**config.mk**
```make
export PLATFORM = sky130hd
export DESIGN_NAME = acc_channel_bank
export DESIGN_NICKNAME = d
export VERILOG_FILES = /design/src/rtl/acc_pkg.sv /design/src/rtl/acc_sat_add.sv /design/src/rtl/acc_channel_bank.sv
export SDC_FILE = /design/constraint.sdc
export NUM_CORES = 1
export LEC_CHECK = 0
export ABC_AREA = 0
export BUFFER_PORTS_ARGS = -buffer_cell sky130_fd_sc_hd__buf_2
export CORE_AREA = 10 10 141 143
export CTS_BUF_LIST = sky130_fd_sc_hd__clkbuf_4 sky130_fd_sc_hd__clkbuf_8 sky130_fd_sc_hd__clkbuf_16
export DETAILED_ROUTE_END_ITERATION = 7
export DIE_AREA = 0 0 151 153
export GPL_ROUTABILITY_DRIVEN = 0
export SLEW_MARGIN = 10
export SYNTH_ARGS = -nofsm -noshare
export SYNTH_HDL_FRONTEND = slang
export SYNTH_SLANG_ARGS = --single-unit
```
**constraint.sdc**
```tcl
create_clock -name clk -period 7.1 [get_ports clk]
set_input_delay 0.355 -clock clk [delete_from_list [all_inputs] [get_ports clk]]
set_output_delay 0.355 -clock clk [all_outputs]
set_load 0.03 [all_outputs]
```
**src/rtl/acc_pkg.sv**
```systemverilog
// acc_pkg: shared types and helpers for the accumulator channel bank.
//   out_state_e      - state of the single-entry result register (EMPTY/FULL)
//   acc_smax(w)      - most positive two's-complement value at width w
//   acc_smin(w)      - most negative two's-complement value at width w
// The helpers return 64-bit values; callers size-cast to the width they need
// (valid for widths 1..64).
package acc_pkg;

  typedef enum logic {
    EMPTY = 1'b0,
    FULL  = 1'b1
  } out_state_e;

  localparam int unsigned ACC_MAX_W = 64;

  function automatic logic [ACC_MAX_W-1:0] acc_smax(input int unsigned w);
    return (64'd1 << (w - 1)) - 64'd1;
  endfunction

  // Lower w bits of ~smax are 1000...0, i.e. the most negative value.
  function automatic logic [ACC_MAX_W-1:0] acc_smin(input int unsigned w);
    return ~acc_smax(w);
  endfunction

endpackage

```
**src/rtl/acc_sat_add.sv**
```systemverilog
// acc_sat_add: W-bit signed add/subtract with overflow detection and optional
// saturation.
//   a_i    [W-1:0]  accumulator operand (two's complement)
//   b_i    [W-1:0]  sample operand, already sign-extended to W
//   sub_i           1 = a - b, 0 = a + b
//   sum_o  [W-1:0]  clamped (SATURATE=1) or wrapped (SATURATE=0) result
//   ovf_o           true signed result does not fit in W bits
module acc_sat_add
  import acc_pkg::*;
#(
  parameter int W        = 24,
  parameter bit SATURATE = 1'b1
) (
  input  logic [W-1:0] a_i,
  input  logic [W-1:0] b_i,
  input  logic         sub_i,
  output logic [W-1:0] sum_o,
  output logic         ovf_o
);

  // Two guard bits: negating the most negative b and then adding it to the
  // most negative/positive a stays exact, so no operand is ever truncated.
  logic [W+1:0] a_x;
  logic [W+1:0] b_x;
  logic [W+1:0] s_x;
  logic [2:0]   top;

  always_comb begin
    a_x   = {{2{a_i[W-1]}}, a_i};
    b_x   = {{2{b_i[W-1]}}, b_i};
    s_x   = sub_i ? (a_x - b_x) : (a_x + b_x);
    top   = s_x[W+1:W-1];
    // Result fits in W bits only when the top three bits all agree.
    ovf_o = !((&top) || (~|top));
    sum_o = s_x[W-1:0];
    if (SATURATE && ovf_o) begin
      sum_o = s_x[W+1] ? W'(acc_smin(W)) : W'(acc_smax(W));
    end
  end

endmodule

```
**src/rtl/acc_channel_bank.sv**
```systemverilog
// acc_channel_bank: N_CH independent windowed accumulators sharing one
// saturating adder. Each accepted sample is added to (or subtracted from) its
// channel's sum; on the WIN_LEN-th sample the window result is loaded into a
// single-entry output register and the channel restarts from zero.
//   clk, rst                    clock, synchronous active-high reset
//   in_valid/in_ready           sample handshake (in_ready = !out_valid || out_ready)
//   in_ch  [log2(N_CH)-1:0]     target channel
//   in_sign                     1 = subtract sample, 0 = add
//   in_init                     1 = start a new window with this sample
//   in_data [BIT_WIDTH-1:0]     two's-complement sample
//   out_valid/out_ready         result handshake
//   out_ch  [log2(N_CH)-1:0]    channel of the result
//   out_data [ACC_WIDTH-1:0]    window sum
//   out_ovf                     overflow seen somewhere in the window
module acc_channel_bank
  import acc_pkg::*;
#(
  parameter int BIT_WIDTH = 16,
  parameter int ACC_WIDTH = 24,
  parameter int N_CH      = 4,
  parameter int WIN_LEN   = 8,
  parameter bit SATURATE  = 1'b1
) (
  input  logic                    clk,
  input  logic                    rst,
  input  logic                    in_valid,
  output logic                    in_ready,
  input  logic [$clog2(N_CH)-1:0] in_ch,
  input  logic                    in_sign,
  input  logic                    in_init,
  input  logic [BIT_WIDTH-1:0]    in_data,
  output logic                    out_valid,
  input  logic                    out_ready,
  output logic [$clog2(N_CH)-1:0] out_ch,
  output logic [ACC_WIDTH-1:0]    out_data,
  output logic                    out_ovf
);

  localparam int CH_W  = $clog2(N_CH);
  localparam int CNT_W = $clog2(WIN_LEN);

  // Per-channel state
  logic [ACC_WIDTH-1:0] acc_q [N_CH];
  logic [ACC_WIDTH-1:0] acc_d [N_CH];
  logic [CNT_W-1:0]     cnt_q [N_CH];
  logic [CNT_W-1:0]     cnt_d [N_CH];
  logic                 ovf_q [N_CH];
  logic                 ovf_d [N_CH];

  // Output register
  out_state_e           state_q, state_d;
  logic [CH_W-1:0]      out_ch_q, out_ch_d;
  logic [ACC_WIDTH-1:0] out_data_q, out_data_d;
  logic                 out_ovf_q, out_ovf_d;

  // Datapath for the addressed channel
  logic                 accept;
  logic                 last;
  logic [ACC_WIDTH-1:0] acc_sel;
  logic [CNT_W-1:0]     cnt_sel;
  logic                 ovf_sel;
  logic [ACC_WIDTH-1:0] ext;
  logic [ACC_WIDTH-1:0] sum;
  logic                 add_ovf;
  logic                 new_ovf;
  logic signed [BIT_WIDTH-1:0] data_s;

  assign out_valid = (state_q == FULL);
  assign in_ready  = !out_valid || out_ready;
  assign accept    = in_valid && in_ready;
  assign out_ch    = out_ch_q;
  assign out_data  = out_data_q;
  assign out_ovf   = out_ovf_q;

  always_comb begin
    data_s  = in_data;
    ext     = ACC_WIDTH'(data_s);
    // in_init behaves as if the channel had just been cleared.
    acc_sel = in_init ? '0 : acc_q[in_ch];
    cnt_sel = in_init ? '0 : cnt_q[in_ch];
    ovf_sel = in_init ? 1'b0 : ovf_q[in_ch];
    last    = (cnt_sel == CNT_W'(WIN_LEN - 1));
    new_ovf = ovf_sel || add_ovf;
  end

  acc_sat_add #(
    .W       (ACC_WIDTH),
    .SATURATE(SATURATE)
  ) u_add (
    .a_i  (acc_sel),
    .b_i  (ext),
    .sub_i(in_sign),
    .sum_o(sum),
    .ovf_o(add_ovf)
  );

  always_comb begin
    for (int unsigned c = 0; c < N_CH; c++) begin
      acc_d[c] = acc_q[c];
      cnt_d[c] = cnt_q[c];
      ovf_d[c] = ovf_q[c];
    end
    if (accept) begin
      if (last) begin
        acc_d[in_ch] = '0;
        cnt_d[in_ch] = '0;
        ovf_d[in_ch] = 1'b0;
      end else begin
        acc_d[in_ch] = sum;
        cnt_d[in_ch] = cnt_sel + CNT_W'(1);
        ovf_d[in_ch] = new_ovf;
      end
    end
  end

  always_comb begin
    state_d    = state_q;
    out_ch_d   = out_ch_q;
    out_data_d = out_data_q;
    out_ovf_d  = out_ovf_q;
    case (state_q)
      EMPTY: begin
        if (accept && last) state_d = FULL;
      end
      FULL: begin
        // A completion here implies out_ready (accept needs in_ready), so
        // the old entry is consumed and replaced in the same edge.
        if (accept && last) state_d = FULL;
        else if (out_ready) state_d = EMPTY;
      end
      default: state_d = EMPTY;
    endcase
    if (accept && last) begin
      out_ch_d   = in_ch;
      out_data_d = sum;
      out_ovf_d  = new_ovf;
    end
  end

  always_ff @(posedge clk) begin
    if (rst) begin
      for (int unsigned c = 0; c < N_CH; c++) begin
        acc_q[c] <= '0;
        cnt_q[c] <= '0;
        ovf_q[c] <= 1'b0;
      end
      state_q    <= EMPTY;
      out_ch_q   <= '0;
      out_data_q <= '0;
      out_ovf_q  <= 1'b0;
    end else begin
      acc_q      <= acc_d;
      cnt_q      <= cnt_d;
      ovf_q      <= ovf_d;
      state_q    <= state_d;
      out_ch_q   <= out_ch_d;
      out_data_q <= out_data_d;
      out_ovf_q  <= out_ovf_d;
    end
  end

endmodule

```
==> impl_metrics.xml <==
<?xml version="1.0" encoding="UTF-8"?>
<metrics>
  <group name="clock_network">
    <metric name="cts_h_tree_depth" unit="">4</metric>
    <metric name="clk_pin_slew" unit="ps">60</metric>
    <metric name="post_cts_hold_buffer_count" unit="">0</metric>
    <metric name="clock-root-buffer" unit="">clkbuf_16</metric>
    <metric name="cts_setup_buffers" unit="">0</metric>
    <metric name="tritoncts" unit="">done</metric>
    <metric name="postCtsResizedCells" unit="">0</metric>
    <metric name="clock_sink_count" unit="">140</metric>
    <metric name="clockBufferDepth" unit="">2</metric>
    <metric name="cts_buffers" unit="">17</metric>
    <metric name="clock_insertion_delay_worst_skew" unit="ps">420</metric>
  </group>
  <group name="finish">
    <metric name="area_growth" unit="%">13.6</metric>
    <metric name="finalNetCount" unit="">890</metric>
    <metric name="post_route_cells_drive_above_1_share" unit="%">17.2</metric>
    <metric name="antenna_cells_inserted" unit="">0</metric>
    <metric name="fin_area" unit="um^2">8420</metric>
  </group>
  <group name="sta">
    <metric name="slew_viol_final" unit="">0</metric>
    <metric name="rsz_0062_raised_after_global_routing" unit="">no</metric>
    <metric name="post-route-worst-setup-slack" unit="ps">2000</metric>
    <metric name="skew" unit="ps">15.2</metric>
    <metric name="max-slew-margin-rel" unit="%">28.0</metric>
    <metric name="timing.hold.ws" unit="ps">260</metric>
    <metric name="tns" unit="ps">0</metric>
    <metric name="worst_slew_pin_slew" unit="ps">1070</metric>
    <metric name="fmax" unit="MHz">196</metric>
    <metric name="report.final.hold_viol_count" unit="">0</metric>
    <metric name="setup_violation_total_in_the_final_timing_report" unit="">0</metric>
    <metric name="final.period_utilization" unit="%">71.8</metric>
    <metric name="period_minus_slack" unit="ps">5100</metric>
  </group>
  <group name="route">
    <metric name="vias" unit="">6324</metric>
    <metric name="drtIter0Drc" unit="">465</metric>
    <metric name="detail_route.vias_per_cell" unit="">5.88</metric>
    <metric name="dr.pass1.iters" unit="">5</metric>
    <metric name="routed_wl" unit="um">21300</metric>
    <metric name="drt.antenna.violating_nets" unit="">0</metric>
    <metric name="drc" unit="">0</metric>
    <metric name="route.detailed.wl_per_inst" unit="um">19.8</metric>
  </group>
  <group name="global_route">
    <metric name="grt.total_usage" unit="%">18.3</metric>
    <metric name="global_route_wire_length_before_repair" unit="um">33900</metric>
    <metric name="grt_overflow_total" unit="">0</metric>
    <metric name="grt_max_degree" unit="">68</metric>
    <metric name="antenna_found_initial" unit="">0</metric>
    <metric name="grt_pass1_vias" unit="">6251</metric>
  </group>
  <group name="worst_setup_path">
    <metric name="worst-path-max-fanout" unit="">25</metric>
    <metric name="crit_type" unit="">input port to flop</metric>
    <metric name="critical_path_arrival" unit="ps">5410</metric>
    <metric name="worst_r2r_startpoint" unit="">acc_q[21]$_SDFFE_PP0P_</metric>
    <metric name="critical_path.endpoint_type" unit="">flop</metric>
    <metric name="regToRegSetupSlack" unit="ps">2560</metric>
    <metric name="cp_launch_type" unit="">input port</metric>
    <metric name="critical_path_required" unit="ps">7410</metric>
    <metric name="rr_worst_depth" unit="">12</metric>
    <metric name="endpoint" unit="">ovf_q[0]$_SDFFE_PP0P_</metric>
    <metric name="crit_path_start" unit="">in_ch[0]</metric>
    <metric name="r2r_end" unit="">ovf_q[0]$_SDFFE_PP0P_</metric>
  </group>
  <group name="synth">
    <metric name="post_synth_main_area_contributors" unit="">dfxtp_1, mux4_2, a22o_1</metric>
    <metric name="ys_ff_latch" unit="">140</metric>
    <metric name="synth_enable_flop_cells" unit="">0</metric>
    <metric name="synth_largest_type_area_fraction" unit="%">37.8</metric>
    <metric name="yosysUniqueCellTypes" unit="">62</metric>
    <metric name="post_synth_instance_area" unit="um^2">7410</metric>
    <metric name="async_reset_ff_share" unit="%">0</metric>
    <metric name="yosys_warnings" unit="">0</metric>
    <metric name="synthesis.area_per_instance" unit="um^2">9.14</metric>
    <metric name="dominantRegCellSynth" unit="">dfxtp_1</metric>
    <metric name="post-synth-top-area-cell" unit="">dfxtp_1</metric>
    <metric name="synthCells" unit="">811</metric>
    <metric name="synth_seq_area_share" unit="%">37.8</metric>
    <metric name="syn_nets" unit="">863</metric>
  </group>
  <group name="place">
    <metric name="buffer_ports.inserted" unit="">52</metric>
    <metric name="post-dp-hpwl" unit="um">15100</metric>
    <metric name="pre_cts_ws" unit="ps">1600</metric>
    <metric name="placement.cell_area" unit="um^2">7810</metric>
  </group>
  <group name="job">
    <metric name="maxCapViolCount" unit="">0</metric>
  </group>
  <group name="pwr">
    <metric name="post-layout-total-power" unit="mW">2.12</metric>
    <metric name="cellLeakagePower" unit="nW">3.40</metric>
    <metric name="pwr_density_cell" unit="nW/um^2">252</metric>
    <metric name="max-vdd-ir-drop" unit="uV">160</metric>
  </group>
  <group name="floorplanning">
    <metric name="io_pins" unit="">53</metric>
    <metric name="dieHeight" unit="um">153</metric>
    <metric name="core" unit="um^2">17100</metric>
    <metric name="fp.dieArea" unit="um^2">23100</metric>
    <metric name="rows" unit="">48</metric>
    <metric name="x_dimension_of_the_die" unit="um">151</metric>
    <metric name="initial_utilization" unit="%">43.5</metric>
  </group>
  <group name="worst_hold_path">
    <metric name="worst_hold_path_type" unit="">input port to flop</metric>
  </group>
  <group name="run_status">
    <metric name="run_status" unit="">complete, no violations</metric>
  </group>
</metrics>
==> sequential cells by signal, summed over array words and instances, names as in the netlist <==
register,count
cnt_q,12
out_ch,2
out_data,24
out_valid,1
acc_q,96
ovf_q,4
out_ovf,1
==> through the flow <==
step,utilization [%],instances
final,49.4,1076
after global routing,49.4,1076
after CTS,49.4,1076
after detailed placement,45.8,1044
after global placement,45.8,1044
after floorplan,-,811
==> area by class of cell <==
cell class | count | area (um^2)
clock buffers | 21 | 468
clock inverters | 11 | 143
inverters | 10 | 37.5
repair buffers | 59 | 313
multi-input cells | 610 | 4380
fillers | 1624 | 8630
well taps | 225 | 282
flip-flops and latches | 140 | 2800
==> power by group <==
group | switching, mW | internal [mW] | total [mW]
clock | 0.338 | 0.577 | 0.915
combinational | 0.240 | 0.130 | 0.369
sequential | 0.0167 | 0.819 | 0.835
==> per-layer routing <==
metal  vias to the layer above  wire [um]  GRT usage, %
met4                         0        247          4.59
met2                       240       9900          28.7
met1                      3050       9440          24.1
met5                         -          0             0
li1                       3004          -             -
met3                        30       1760          5.26
==> cell usage in the layout (no fill, tap or decap), drive strengths merged, types with 3 or more instances in the layout <==
master and instances:
a211oi 7, a21o 7, a21oi 55, a22o 63, a31oi 11, and2 5, buf 59, bufinv 3
clkbuf 21, clkinv 6, dfxtp 140, ha 27, inv 10, mux2i 5, mux4 27, nand2 80
nand2b 13, nand3 6, nand3b 24, nor2 86, nor2b 26, nor3 16, o211ai 4, o21a 6
o21ai 70, o41ai 3, or2 4, or3 3, or4 4, xnor2 23, xor2 13
==> critical path, stage by stage <==
cell	delay, ps
buf_2	530
buf_4	430
mux4_2	530
nor2b_1	140
ha_1	390
o211ai_1	200
a21oi_1	80
nor3_1	330
o211a_1	320
o41ai_2	100
xnor2_1	790
or2_1	690
nand3_2	240
a22o_1	250
==> how the worst min path moves through the flow <==
stage	depth (start not counted)	start	slack, ps	endpoint
finish	3	out_ready	260	out_valid$_SDFF_PP0_
global route	3	out_ready	300	out_valid$_SDFF_PP0_
CTS	3	out_ready	250	out_valid$_SDFF_PP0_
detailed placement	2	acc_q[46]$_SDFFE_PP0P_	440	acc_q[46]$_SDFFE_PP0P_
global placement	2	out_data[18]$_SDFFE_PP0P_	430	out_data[18]$_SDFFE_PP0P_
floorplan	2	acc_q[21]$_SDFFE_PP0P_	420	acc_q[21]$_SDFFE_PP0P_
==> cells by family after synthesis <==
group | synth area share, %
simple gates | 18.5
xor+xnor | 4.36
flops | 37.8
buf+inv | 3.44
compound gates | 21.9
mux | 9.03
fa+ha+maj | 4.98
==> synth_stat cells, types with 4 or more instances <==
library cell / count
a21o_1: 7
xnor2_1: 22
o211ai_1: 4
buf_1: 8
a211oi_1: 7
a22o_1: 63
nand2_1: 79
nand2b_1: 13
clkbuf_1: 33
o21a_1: 6
nor3_1: 15
ha_1: 27
inv_1: 10
o21ai_1: 61
dfxtp_1: 140
a21oi_1: 53
nand3b_1: 24
nor2b_1: 26
mux2i_1: 5
nor2_1: 82
mux4_2: 27
or4_1: 4
nor2_4: 4
xor2_1: 13
buf_2: 6
o21ai_0: 9
nand3_1: 5
a31oi_1: 8
No activity file was read; power rests on OpenSTA's default activity.
